===== config.mk =====
export PLATFORM = sky130hd
export DESIGN_NAME = mem_access_unit
export DESIGN_NICKNAME = d
export VERILOG_FILES = /design/src/rtl/lsu_pkg.sv /design/src/rtl/mem_lane_align.sv /design/src/rtl/mem_access_unit.sv
export SDC_FILE = /design/constraint.sdc
export NUM_CORES = 1
export LEC_CHECK = 0
export CORE_ASPECT_RATIO = 0.9
export CORE_UTILIZATION = 53
export CTS_CLUSTER_SIZE = 28
export DETAILED_ROUTE_END_ITERATION = 8
export GPL_TIMING_DRIVEN = 0
export PLACE_DENSITY = 0.82
export SKIP_CTS_REPAIR_TIMING = 1
export SLEW_MARGIN = 10
export SYNTH_ARGS = -nofsm -noshare
export SYNTH_HDL_FRONTEND = slang
export SYNTH_HIERARCHICAL = 1
export SYNTH_SLANG_ARGS = --single-unit

===== constraint.sdc =====
create_clock -name clk -period 3.4 [get_ports clk]
set_input_delay 0.51 -clock clk [delete_from_list [all_inputs] [get_ports clk]]
set_output_delay 0.51 -clock clk [all_outputs]
set_load 0.01 [all_outputs]

===== src/rtl/lsu_pkg.sv =====
`default_nettype none
// ============================================================================
// Module      : lsu_pkg
// Description : Shared encodings, FSM states and helpers for the load/store unit.
// Revision    : 1.0 - initial release
// ============================================================================
package lsu_pkg;

    // sl_type field positions: [3] store, [2] unsigned, [1:0] size
    localparam int SL_STORE    = 3;
    localparam int SL_UNSIGNED = 2;

    localparam logic [1:0] MEM_NOP = 2'b00;
    localparam logic [1:0] MEM_B   = 2'b01;
    localparam logic [1:0] MEM_H   = 2'b10;
    localparam logic [1:0] MEM_W   = 2'b11;

    typedef enum logic [2:0] {
        IDLE  = 3'd0,
        REQ0  = 3'd1,
        WAIT0 = 3'd2,
        REQ1  = 3'd3,
        WAIT1 = 3'd4,
        RESP  = 3'd5
    } lsu_state_e;

    function automatic logic [2:0] lsu_nbytes(input logic [1:0] size);
        case (size)
            MEM_B:   return 3'd1;
            MEM_H:   return 3'd2;
            MEM_W:   return 3'd4;
            default: return 3'd0;
        endcase
    endfunction

endpackage
`default_nettype wire


===== src/rtl/mem_lane_align.sv =====
`default_nettype none
// ============================================================================
// Module      : mem_lane_align
// Description : Byte-lane shifter: store data/strobes for two beats, load extract.
// Revision    : 1.0 - initial release
// ============================================================================
module mem_lane_align
    import lsu_pkg::*;
#(
    parameter int BUS_W = 32
) (
    input  logic [$clog2(BUS_W/8)-1:0] off,
    input  logic [1:0]                 size,
    input  logic                       is_unsigned,
    input  logic [31:0]                wdata,
    input  logic [BUS_W-1:0]           beat0,
    input  logic [BUS_W-1:0]           beat1,
    output logic [BUS_W-1:0]           st_data0,
    output logic [BUS_W-1:0]           st_data1,
    output logic [BUS_W/8-1:0]         st_strb0,
    output logic [BUS_W/8-1:0]         st_strb1,
    output logic [31:0]                ld_data
);

    localparam int c_NB    = BUS_W / 8;
    localparam int c_OFF_W = $clog2(c_NB);

    logic [c_OFF_W+2:0]   w_shamt;
    logic [3:0]           w_mask;
    logic [2*BUS_W-1:0]   w_st_wide;
    logic [2*c_NB-1:0]    w_strb_wide;
    logic [31:0]          w_raw;

    assign w_shamt = {off, 3'b000};

    always_comb begin
        w_mask = 4'b0000;
        case (size)
            MEM_B:   w_mask = 4'b0001;
            MEM_H:   w_mask = 4'b0011;
            MEM_W:   w_mask = 4'b1111;
            default: w_mask = 4'b0000;
        endcase
    end

    // Shift across a double-width window; the upper half belongs to beat 1
    assign w_st_wide   = {{(2*BUS_W-32){1'b0}}, wdata} << w_shamt;
    assign w_strb_wide = {{(2*c_NB-4){1'b0}}, w_mask} << off;

    assign {st_data1, st_data0} = w_st_wide;
    assign {st_strb1, st_strb0} = w_strb_wide;

    assign w_raw = 32'({beat1, beat0} >> w_shamt);

    always_comb begin
        ld_data = '0;
        case (size)
            MEM_B:   ld_data = {{24{~is_unsigned & w_raw[7]}},  w_raw[7:0]};
            MEM_H:   ld_data = {{16{~is_unsigned & w_raw[15]}}, w_raw[15:0]};
            MEM_W:   ld_data = w_raw;
            default: ld_data = '0;
        endcase
    end

endmodule
`default_nettype wire


===== src/rtl/mem_access_unit.sv =====
`default_nettype none
// ============================================================================
// Module      : mem_access_unit
// Description : Load/store unit mapping one request onto one or two bus beats.
// Revision    : 1.0 - initial release
// ============================================================================
module mem_access_unit
    import lsu_pkg::*;
#(
    parameter int BUS_W            = 32,
    parameter int ADDR_W           = 32,
    parameter int SPLIT_MISALIGNED = 1
) (
    input  logic                 clk,
    input  logic                 rst,
    input  logic                 req_valid,
    output logic                 req_ready,
    input  logic [3:0]           req_sl_type,
    input  logic [ADDR_W-1:0]    req_addr,
    input  logic [31:0]          req_wdata,
    output logic                 rsp_valid,
    output logic [31:0]          rsp_rdata,
    output logic                 rsp_misaligned,
    output logic                 mem_req_valid,
    input  logic                 mem_req_ready,
    output logic                 mem_we,
    output logic [ADDR_W-1:0]    mem_addr,
    output logic [BUS_W-1:0]     mem_wdata,
    output logic [BUS_W/8-1:0]   mem_wstrb,
    input  logic                 mem_rsp_valid,
    input  logic [BUS_W-1:0]     mem_rdata
);

    localparam int c_NB    = BUS_W / 8;
    localparam int c_OFF_W = $clog2(c_NB);

    lsu_state_e           r_state;
    logic [3:0]           r_type;
    logic [c_OFF_W-1:0]   r_off;
    logic [31:0]          r_wdata;
    logic [BUS_W-1:0]     r_beat0;
    logic                 r_cross;

    logic                 w_idle;
    logic [c_OFF_W-1:0]   w_off;
    logic [1:0]           w_size;
    logic [31:0]          w_wdata;
    logic [2:0]           w_nbytes;
    logic [4:0]           w_end;
    logic                 w_cross;
    logic                 w_nop;
    logic                 w_fault;
    logic [ADDR_W-1:0]    w_aligned;
    logic [BUS_W-1:0]     w_beat0;
    logic [BUS_W-1:0]     w_st_data0;
    logic [BUS_W-1:0]     w_st_data1;
    logic [c_NB-1:0]      w_st_strb0;
    logic [c_NB-1:0]      w_st_strb1;
    logic [31:0]          w_ld_data;
    logic [31:0]          w_rsp_data;

    // The aligner sees the incoming request in IDLE and the latched one afterwards
    assign w_idle    = (r_state == IDLE);
    assign w_off     = w_idle ? req_addr[c_OFF_W-1:0] : r_off;
    assign w_size    = w_idle ? req_sl_type[1:0]      : r_type[1:0];
    assign w_wdata   = w_idle ? req_wdata             : r_wdata;
    assign w_nbytes  = lsu_nbytes(w_size);
    assign w_end     = 5'(w_off) + 5'(w_nbytes);
    assign w_cross   = (w_end > 5'(c_NB));
    assign w_nop     = (req_sl_type[1:0] == MEM_NOP);
    assign w_aligned = {req_addr[ADDR_W-1:c_OFF_W], {c_OFF_W{1'b0}}};
    assign w_beat0   = (r_state == WAIT0) ? mem_rdata : r_beat0;
    assign w_rsp_data = r_type[SL_STORE] ? 32'd0 : w_ld_data;

    always_comb begin
        w_fault = 1'b0;
        if (SPLIT_MISALIGNED == 0) begin
            case (req_sl_type[1:0])
                MEM_H:   w_fault = req_addr[0];
                MEM_W:   w_fault = |req_addr[1:0];
                default: w_fault = 1'b0;
            endcase
        end
    end

    mem_lane_align #(
        .BUS_W (BUS_W)
    ) u_align (
        .off         (w_off),
        .size        (w_size),
        .is_unsigned (r_type[SL_UNSIGNED]),
        .wdata       (w_wdata),
        .beat0       (w_beat0),
        .beat1       (mem_rdata),
        .st_data0    (w_st_data0),
        .st_data1    (w_st_data1),
        .st_strb0    (w_st_strb0),
        .st_strb1    (w_st_strb1),
        .ld_data     (w_ld_data)
    );

    always_ff @(posedge clk) begin
        if (rst) begin
            r_state        <= IDLE;
            req_ready      <= 1'b1;
            rsp_valid      <= 1'b0;
            rsp_rdata      <= '0;
            rsp_misaligned <= 1'b0;
            mem_req_valid  <= 1'b0;
            mem_we         <= 1'b0;
            mem_addr       <= '0;
            mem_wdata      <= '0;
            mem_wstrb      <= '0;
            r_type         <= '0;
            r_off          <= '0;
            r_wdata        <= '0;
            r_beat0        <= '0;
            r_cross        <= 1'b0;
        end else begin
            case (r_state)
                IDLE: begin
                    if (req_valid) begin
                        r_type    <= req_sl_type;
                        r_off     <= req_addr[c_OFF_W-1:0];
                        r_wdata   <= req_wdata;
                        r_cross   <= w_cross;
                        req_ready <= 1'b0;
                        if (w_nop || w_fault) begin
                            r_state        <= RESP;
                            rsp_valid      <= 1'b1;
                            rsp_rdata      <= '0;
                            rsp_misaligned <= w_fault;
                        end else begin
                            r_state       <= REQ0;
                            mem_req_valid <= 1'b1;
                            mem_we        <= req_sl_type[SL_STORE];
                            mem_addr      <= w_aligned;
                            mem_wdata     <= req_sl_type[SL_STORE] ? w_st_data0 : '0;
                            mem_wstrb     <= req_sl_type[SL_STORE] ? w_st_strb0 : '0;
                        end
                    end
                end
                REQ0: begin
                    if (mem_req_ready) begin
                        mem_req_valid <= 1'b0;
                        r_state       <= WAIT0;
                    end
                end
                WAIT0: begin
                    if (mem_rsp_valid) begin
                        r_beat0 <= mem_rdata;
                        if (r_cross) begin
                            r_state       <= REQ1;
                            mem_req_valid <= 1'b1;
                            mem_addr      <= mem_addr + ADDR_W'(c_NB);
                            mem_wdata     <= r_type[SL_STORE] ? w_st_data1 : '0;
                            mem_wstrb     <= r_type[SL_STORE] ? w_st_strb1 : '0;
                        end else begin
                            r_state   <= RESP;
                            rsp_valid <= 1'b1;
                            rsp_rdata <= w_rsp_data;
                        end
                    end
                end
                REQ1: begin
                    if (mem_req_ready) begin
                        mem_req_valid <= 1'b0;
                        r_state       <= WAIT1;
                    end
                end
                WAIT1: begin
                    if (mem_rsp_valid) begin
                        r_state   <= RESP;
                        rsp_valid <= 1'b1;
                        rsp_rdata <= w_rsp_data;
                    end
                end
                RESP: begin
                    r_state        <= IDLE;
                    req_ready      <= 1'b1;
                    rsp_valid      <= 1'b0;
                    rsp_rdata      <= '0;
                    rsp_misaligned <= 1'b0;
                end
                default: r_state <= IDLE;
            endcase
        end
    end

endmodule
`default_nettype wire

Yosys cells after proc, flatten, opt, wreduce, memory -nomap -nowiden
Cells that the tools add are included.
{ "totals": {"elab_cells": 117, "inputBits": 105, "out_inout_bits": 105, "register_bits": 179} }
{ "classes": {"muxes": 58, "add_sub_neg": 2, "order_cmp": 1, "n_eq_ne": 18, "bitwise_logic": 4, "n_shift": 3, "n_reduce_logical": 16} }
{ "ops": {"columns": ["op", "count"], "rows": [
  ["two-way mux 32 bit", 18],
  ["one-hot mux 32 bit (2 select lines)", 2],
  ["one-hot mux 32 bit (4 select lines)", 1],
  ["one-hot mux 32 bit (3 select lines)", 1],
  ["left shift 32 x 5 -> 64 bit", 1],
  ["right shift 64 x 5 -> 32 bit", 1],
  ["adder 32 x 3 -> 32 bit (second input constant)", 1],
  ["two-way mux 4 bit", 6],
  ["two-way mux 3 bit", 7],
  ["inequality test 2 bit (second input constant)", 8],
  ["one-hot mux 3 bit (5 select lines)", 1],
  ["two-way mux 1 bit", 13],
  ["one-hot mux 4 bit (3 select lines)", 1],
  ["AND reduction 6 bit", 2],
  ["AND reduction 5 bit", 2],
  ["one-hot mux 3 bit (3 select lines)", 1],
  ["one-hot mux 4 bit (2 select lines)", 1],
  ["left shift 4 x 2 -> 8 bit", 1],
  ["equality test 3 x 2 -> 1 bit (second input constant)", 2],
  ["equality test 3 bit (second input constant)", 2],
  ["AND reduction 2 bit", 3],
  ["AND reduction 3 bit", 2],
  ["adder 2 x 3 -> 4 bit", 1],
  ["equality test 2 bit (second input constant)", 2],
  ["16 further kinds", 22]
]} }

Depth between registers and ports, before layout
{ "depth": {"word_depth": 9, "ltp_mapped": 14, "depth_no_buf": 10} }

By module
Netlist, hierarchy kept.
{ "modules_own_cells": {"columns": ["module", "area_per_inst_um2", "cells_each", "n_inst", "seq_area_each_um2"], "rows": [
  ["mem_access_unit", 8375.5, 1097, 1, 3523.4],
  ["mem_lane_align", 2213.4, 280, 1, 0.0]
]} }

Worst setup path before layout
OpenSTA, ideal clock, no wires.
{ "synth_path": {"kind": "flip-flop to flip-flop", "startpoint": "reg r_state[0]", "endpoint": "reg rsp_rdata[16]", "setup_ns": 0.132, "path_buffers": 4, "stages_incl_launch_ff": 12, "arrival_ns": 2.809, "period_less_slack_ns": 2.942, "setup_slack_ns": 0.458, "t_required_ns": 3.268, "path_cell_list": "dfxtp_1 -> buf_2 -> nor3_4 -> clkbuf_1 -> mux2_2 -> buf_6 -> mux2_4 -> a221oi_4 -> buf_6 -> o31ai_1 -> nand3_1 -> a21oi_1"} }
{ "synth_between": {"elab_chain_cells": 9, "elab_cells_between_ends": 26, "classes_between": "eq/ne: 11; shift: 1; mux: 9; bitwise: 2; reduce/logical: 3"} }
{ "synth_rtl": {"columns": ["item", "line_no", "source"], "rows": [
  ["start, declared", "mem_access_unit.sv:37", "lsu_state_e r_state;"],
  ["start signal, assigned", "mem_access_unit.sv:104", "r_state <= IDLE;"],
  ["start signal, assigned", "mem_access_unit.sv:129", "r_state <= RESP;"],
  ["start signal, assigned", "mem_access_unit.sv:134", "r_state <= REQ0;"],
  ["logical NOT 3 bit (*)", "mem_access_unit.sv:63", "assign w_idle = (r_state == IDLE);"],
  ["two-way mux 2 bit (*)", "mem_access_unit.sv:64", "assign w_off = w_idle ? req_addr[c_OFF_W-1:0] : r_off;"],
  ["net w_off[1]", "mem_access_unit.sv:45", "logic [c_OFF_W-1:0] w_off;"],
  ["right shift 64 x 5 -> 32 bit (*)", "mem_lane_align.sv:53", "assign w_raw = 32'({beat1, beat0} >> w_shamt);"],
  ["bitwise AND 1 bit (on tied branches)", "mem_lane_align.sv:59, mem_lane_align.sv:58", null],
  ["one-hot mux 32 bit (3 select lines) (*)", "mem_lane_align.sv:57", "case (size)"],
  ["net w_ld_data[16]", "mem_access_unit.sv:59", "logic [31:0] w_ld_data;"],
  ["two-way mux 32 bit (*)", "mem_access_unit.sv:73", "assign w_rsp_data = r_type[SL_STORE] ? 32'd0 : w_ld_data;"],
  ["two-way mux 32 bit", "mem_access_unit.sv:152", "if (r_cross) begin"],
  ["two-way mux 32 bit", "mem_access_unit.sv:150", "if (mem_rsp_valid) begin"],
  ["one-hot mux 32 bit (4 select lines) (*)", "mem_access_unit.sv:120", "case (r_state)"],
  ["end signal, assigned", "mem_access_unit.sv:161", "rsp_rdata <= w_rsp_data;"],
  ["end signal, assigned", "mem_access_unit.sv:175", "rsp_rdata <= w_rsp_data;"],
  ["end, declared", "mem_access_unit.sv:22", "output logic [31:0] rsp_rdata,"]
]} }
The timed path passes the listed nets; every way through them passes the cells marked *. The select of a mux whose other input is x is not followed.
A chain may end at the register's enable or synchronous reset.

Worst setup path after layout
{ "layout_path": {"startpoint": "reg r_state[1]", "endpoint": "reg rsp_rdata[27]"} }
{ "layout_between": {"elab_chain_cells": 9, "elab_cells_between_ends": 26, "classes_between": "eq/ne: 11; shift: 1; mux: 9; bitwise: 2; reduce/logical: 3"} }
{ "layout_rtl": {"columns": ["item", "line_no", "source"], "rows": [
  ["equality test 3 x 2 -> 1 bit (*)", "mem_access_unit.sv:72", "assign w_beat0 = (r_state == WAIT0) ? mem_rdata : r_beat0;"],
  ["two-way mux 32 bit (*)", "mem_access_unit.sv:72", null],
  ["net w_beat0[23]", "mem_access_unit.sv:54", "logic [BUS_W-1:0] w_beat0;"],
  ["right shift 64 x 5 -> 32 bit (*)", "mem_lane_align.sv:53", null],
  ["bitwise AND 1 bit (on tied branches)", "mem_lane_align.sv:59, mem_lane_align.sv:58", null],
  ["one-hot mux 32 bit (3 select lines) (*)", "mem_lane_align.sv:57", null],
  ["net w_ld_data[27]", "mem_access_unit.sv:59", null],
  ["two-way mux 32 bit (*)", "mem_access_unit.sv:73", null],
  ["two-way mux 32 bit", "mem_access_unit.sv:152", null],
  ["two-way mux 32 bit", "mem_access_unit.sv:150", null],
  ["one-hot mux 32 bit (4 select lines) (*)", "mem_access_unit.sv:120", null]
]} }
Marked as above.

==> flow_summary.ini <==
[worst_setup_path]
critical_path_class = register to register
required_ns = 3.71
cp-start-kind = register
r2r_start = r_state[1]
cp.arrival_ns = 3.61
critPathTopFamily = buffers and inverters
path_cells = buf_4, or3b_4, buf_2, clkbuf_4, buf_2, nand2_1, nand2_1, mux2_2, a221oi_4, buf_6, o31ai_1, nand3_1, a21oi_1
startpoint = r_state[1]
crit_path_end_kind = register
slowest_delay_ns = 0.45
crit_buf_inv = 5
path_max_fanout = 10
slowest_stage = or3b_4

[detailed_routing]
vias_per_cell = 6.071
postRouteAntennaNets = 0
dr_total_vias = 11420
wl_per_cell_um = 19.94
dr.pass1.iters = 6
wirelength_um = 37500
drt_iter0_markers = 1166
drcViolationCount = 0

[die]
core_area_um2 = 19400
die_x_um = 151.0
ios = 210
die_h_um = 136.1
fp-row-count = 48
die-area_um2 = 20550
initial_core_util = 0.5459

[cells_and_area]
post-route-util = 0.7062
fillCellCount = 1595
syn_to_final_growth_pct = 29.38
final_layout_size_suffix_gt1_frac = 0.1177
nets = 1727
fin_area_um2 = 13700
layout_commonest_cell = nand2_1
num_antenna_cells = 0
final_cell_mix = nand2_1 (322), clkdlybuf4s50_1 (205), dfxtp_1 (176)

[sta]
hold_viol_final = 0
holdWs_ns = 0.4525
slew_viol_final = 0
fin_skew_ns = 0.01357
relSlewSlack = 0.3973
worst_slack_ns = 0.1016
setup_viol_count_final = 0
fin_crit_ns = 3.298
tightestPinTransition_ns = 0.9041
setup_tns_ns = 0
max_freq_ghz = 0.3032
rsz0062_at_grt = no
fin_crit_sh = 0.9701

[synthesis]
synth_fa_ha_area_frac = 0.005435
synth-edff-count = 0
syn-cell-area_um2 = 10590
yosys.area.top_type_share = 0.3327
synth_area_leaders = dfxtp_1 (33%), nand2_1 (11%), a21oi_1 (6.5%)
synthCells = 1377
synth_top_cell_by_area = dfxtp_1
synth-xor-area-share = 0.001654
synthArstFlopShare = 0
ys_seq_elements = 176
synthSimpleGateAreaFrac = 0.2517
synth_mux_area_frac = 0.1395
yosysSeqAreaShare = 0.3327
ys_types = 73
synth_compound_area_frac = 0.2018
synth_top_family_by_area = simple AND/OR/NAND/NOR gates
ys_warn_count = 6
synth_ff_type = dfxtp_1
postSynthAreaPerCell_um2 = 7.690

[run]
cap_viol_max_count = 0

[place]
dp_slack_ns = -0.4592
gp_congestion = 0.9701
postPlaceCellArea_um2 = 12990
dp_hpwl_um = 28250
port_buffers = 205

[clock_network]
clkTransAtPathRegs_ns = 0.08
cts_sinks = 176
cts_tree = done
numCtsBuffers = 17
clk_latency_ns = 0.45
root_buffer = clkbuf_16
cts_max_path_buffers = 2
htree_num_levels = 4

[power]
vdd_ir_drop_max_mv = 0.4717
p_leak_uw = 0.005061
power_density_nw_per_um2 = 596.6

[worst_hold_path]
hp-class = register to register
min-delay-start = r_wdata[28]

[grt]
grt_pass1_wl_um = 56460
grt_use_total = 0.3632
overflow = 0
grt_max_degree = 20
antenna_found_initial = 1
grt_pass1_vias = 10130

[outcome]
status = completed
==> where the power goes <==
part | internal (uW) | switching, uW | leakage [uW]
sequential | 2310 | 185 | 0.00144
combinational | 1560 | 2130 | 0.00333
clock | 991 | 999 | 0.000292
total | 4850 | 3320 | 0.00506
==> layer usage <==
layer / part of all wire / vias up / global-route usage / wire length, um
met5: 0.00037 / - / 0 / 14
met4: 0.022 / 2 / 0.1233 / 840
met3: 0.11 / 62 / 0.09329 / 4048
met2: 0.45 / 650 / 0.5558 / 16720
met1: 0.42 / 5350 / 0.4940 / 15880
li1: - / 5355 / - / -
==> flip-flops by register name, indices dropped and copies added (netlist names), 2 cells and up <==
| name | count |
|---|---|
| mem_wdata | 32 |
| r_beat0 | 32 |
| r_wdata | 32 |
| rsp_rdata | 32 |
| mem_addr | 30 |
| mem_wstrb | 4 |
| r_type | 4 |
| r_state | 3 |
| r_off | 2 |
==> cell families after synthesis <==
logic type	Yosys count
other	2
muxes	123
xor gates and xnor gates	2
AOI/OAI and AO/OA	323
and+or+nand+nor	600
DFF	176
buffers and inverters	147
adders and majority gates	4
==> cell type report <==
type | count | area, um^2 | area share
repair buffers | 215 | 2127 | 0.1553
multi-input cells | 1064 | 6437 | 0.4699
plain buffers | 135 | 671.9 | 0.04905
clock buffers | 17 | 425.4 | 0.03105
flip-flops and latches | 176 | 3523 | 0.2572
inverters | 9 | 33.78 | 0.002466
clock inverters | 15 | 167.7 | 0.01224
well taps | 250 | 312.8 | 0.02283
==> tightest hold or removal path, cell delays in order, from the launching register on <==
cell	delay, ns
dfxtp_1	0.31
nand2_1	0.05
a21oi_1	0.05
==> final timing paths <==
kind	to	slack [ns]	cells past startpoint
hold / removal	r_wdata[28]	0.45	2
hold reg to reg	r_wdata[28]	0.45	2
setup reg to reg	rsp_rdata[27]	0.10	13
setup / recovery	rsp_rdata[27]	0.10	13
==> through the flow <==
step / total power (uW) / std cells
floorplan: 4782 / 1387
global placement: 5975 / 1842
detailed placement: 6022 / 1842
CTS: 7998 / 1874
global route: 8538 / 1881
finish: 8173 / 1881
==> Yosys cell counts, types with 9 or more instances <==
cell,instances
nor3_1,53
mux4_2,14
o31ai_1,22
mux2_2,48
buf_4,23
mux2i_1,58
o22a_1,16
and3_1,14
nor2_1,89
nand2_1,322
nor2b_1,13
dfxtp_1,176
a22o_1,9
inv_1,9
a221oi_1,36
nand3_1,50
a21oi_1,137
and2_1,20
o21ai_0,47
clkbuf_1,73
buf_2,34
(Power assumes the default switching activity.)
==> RTL edit, RTL diff (config.mk and constraints unchanged) <==
Change the parameter `SPLIT_MISALIGNED` from 1 to 0.
--- a/src/rtl/mem_access_unit.sv
+++ b/src/rtl/mem_access_unit.sv
@@ -11,3 +11,3 @@
     parameter int ADDR_W           = 32,
-    parameter int SPLIT_MISALIGNED = 1
+    parameter int SPLIT_MISALIGNED = 0
 ) (
Check against the original RTL: not equivalent (a bounded check fails within 4 cycles, from zero or initial values and one cycle with rst high).
==> RTL edit against the unedited design <==
- sequential cell count increased by 1
- worst hold slack improved by 0.0013 ns
- final cell count increased by 0.64%
- critical path depth shrank 5
- maximum frequency is 1.3% lower
- clock skew down 0.0012 ns
- wire length rose by 5.8%
- final area increased by 1.9%
- via count grew 2.2%
- synthesized area rose by 3.1%
- setup slack worse by 0.045 ns
- total power rose by 32%
- sequential power up 8.0%
- critical endpoint is now mem_wdata[5]$_SDFFE_PP0P_
- largest power group unchanged
==> RTL edit: results (changes against the unedited design) <==
critical_path:
  crit_end: "mem_wdata[5]$_SDFFE_PP0P_"
  crit_arrival_ns: 3.65  # +0.04 ns
  reg2reg_slack_ns: 0.06  # -0.05 ns
  reg2regPathDepth: 8  # -5
  regToRegStartpoint: "r_state[0]$_SDFFE_PP0P_"
min_path:
  hp-start: "r_wdata[16]$_SDFFE_PP0P_"
  hold_end: "r_wdata[16]$_SDFFE_PP0P_"
placement:
  dp_hpwl_um: 29400  # +4.0%
  routabilityCongestion: 0.979  # +0.91%
  portBuffers: 206  # +0.49%
route:
  drtIter0Drc: 1142  # -2.1%
  vias_per_cell: 6.17  # +1.6%
  wl_per_cell_um: 21.0  # +5.1%
  drtPass1Iterations: 8  # +2
yosys:
  synth_top_cells_by_count: "nand2_1 (288), dfxtp_1 (177), a21oi_1 (134), nor2_1 (103), clkbuf_1 (71)"
  synthAdderAreaFrac_pct: 0.527  # -0.016 points
  synth_area_leaders: "dfxtp_1 (32%), nand2_1 (9.9%), a21oi_1 (6.1%)"
  yosys.area_share.xor_xnor_pct: 0.0802  # -0.085 points
  synth-compound-area-share_pct: 20.8  # +0.62 points
  yosys-mux-area-fraction_pct: 13.3  # -0.66 points
  yosysSeqAreaShare_pct: 32.5  # -0.81 points
layout:
  fill_cells: 1706  # +7.0%
  finalNetCount: 1732  # +0.29%
  drive_above_1_share_pct: 13.1  # +1.4 points
global_routing:
  grtUsageTotal_pct: 37.1  # +0.73 points
  first_global_vias: 10900  # +8.0%
  grt_pass1_wl_um: 61400  # +8.8%
status:
  status: "complete, no violations"
pwr:
  peakVddDrop_mv: 0.483  # +2.4%
  power_leakage_nw: 5.13  # +1.3%
sta:
  fin_hold_ws_ns: 0.454  # +0.00126 ns
  tightest_slew_ns: 0.905  # +0.00131 ns
  max_freq_mhz: 299  # -1.3%
  fin_skew_ns: 0.0124  # -0.00118 ns
==> RTL edit: report_power, final <==
group	switching, mW	total (mW)	leakage [nW]	internal (mW)
combinational	3.56	6.13	3.40	2.57
sequential	0.260	2.69	1.44	2.43
clock	1.01	2.00	0.285	0.987
total	4.83	10.8	5.13	5.98
==> RTL edit: layout make-up <==
class / count / area share (%)
Timing Repair Buffer: 210 / 15.0
Inverter: 13 / 0.349
Tap cell: 255 / 2.28
Clock buffer: 17 / 3.05
Multi-Input combinational cell: 1068 / 47.6
Antenna cell: 2 / 0.0358
Sequential cell: 177 / 25.4
Buffer: 136 / 5.14
Clock inverter: 15 / 1.18
==> RTL edit: cell families (layout without fill, tap and decap cells) <==
group,count (synthesis),after routing
other,2,13
adder cells (fa/ha/maj),4,4
AO/OA/AOI/OAI,335,335
XOR/XNOR,1,1
flip-flops,177,177
buffers and inverters,150,391
AND/OR/NAND/NOR,596,596
multiplexers,121,121
==> RTL edit: metal layers <==
| layer | vias up | global-route usage (%) | wire length, µm |
|---|---|---|---|
| li1 | 5380 | - | - |
| met3 | 100 | 9.66 | 4450 |
| met2 | 739 | 56.7 | 17500 |
| met4 | 0 | 15.9 | 1280 |
| met1 | 5454 | 49.3 | 16500 |
| met5 | - | 0 | 0 |
==> RTL edit: critical path, cell delays in order (launching register included) <==
cell and delay, ns:
dfxtp_1 0.30, buf_2 0.17, nor3_4 0.49, clkbuf_1 0.56
mux2_2 0.48, mux2_2 0.29, a22o_1 0.24, a221oi_1 0.56
nor3_1 0.10
==> RTL edit: metrics by stage <==
step / std cells / util (%) / instance area, µm²
final: 1893 / 69.4 / 14000
after global routing: 1892 / 69.4 / 14000
after CTS: 1888 / 69.2 / 13900
after detailed placement: 1856 / 66.3 / 13300
after global placement: 1856 / 66.3 / 13300
after floorplan: 1395 / - / 10900
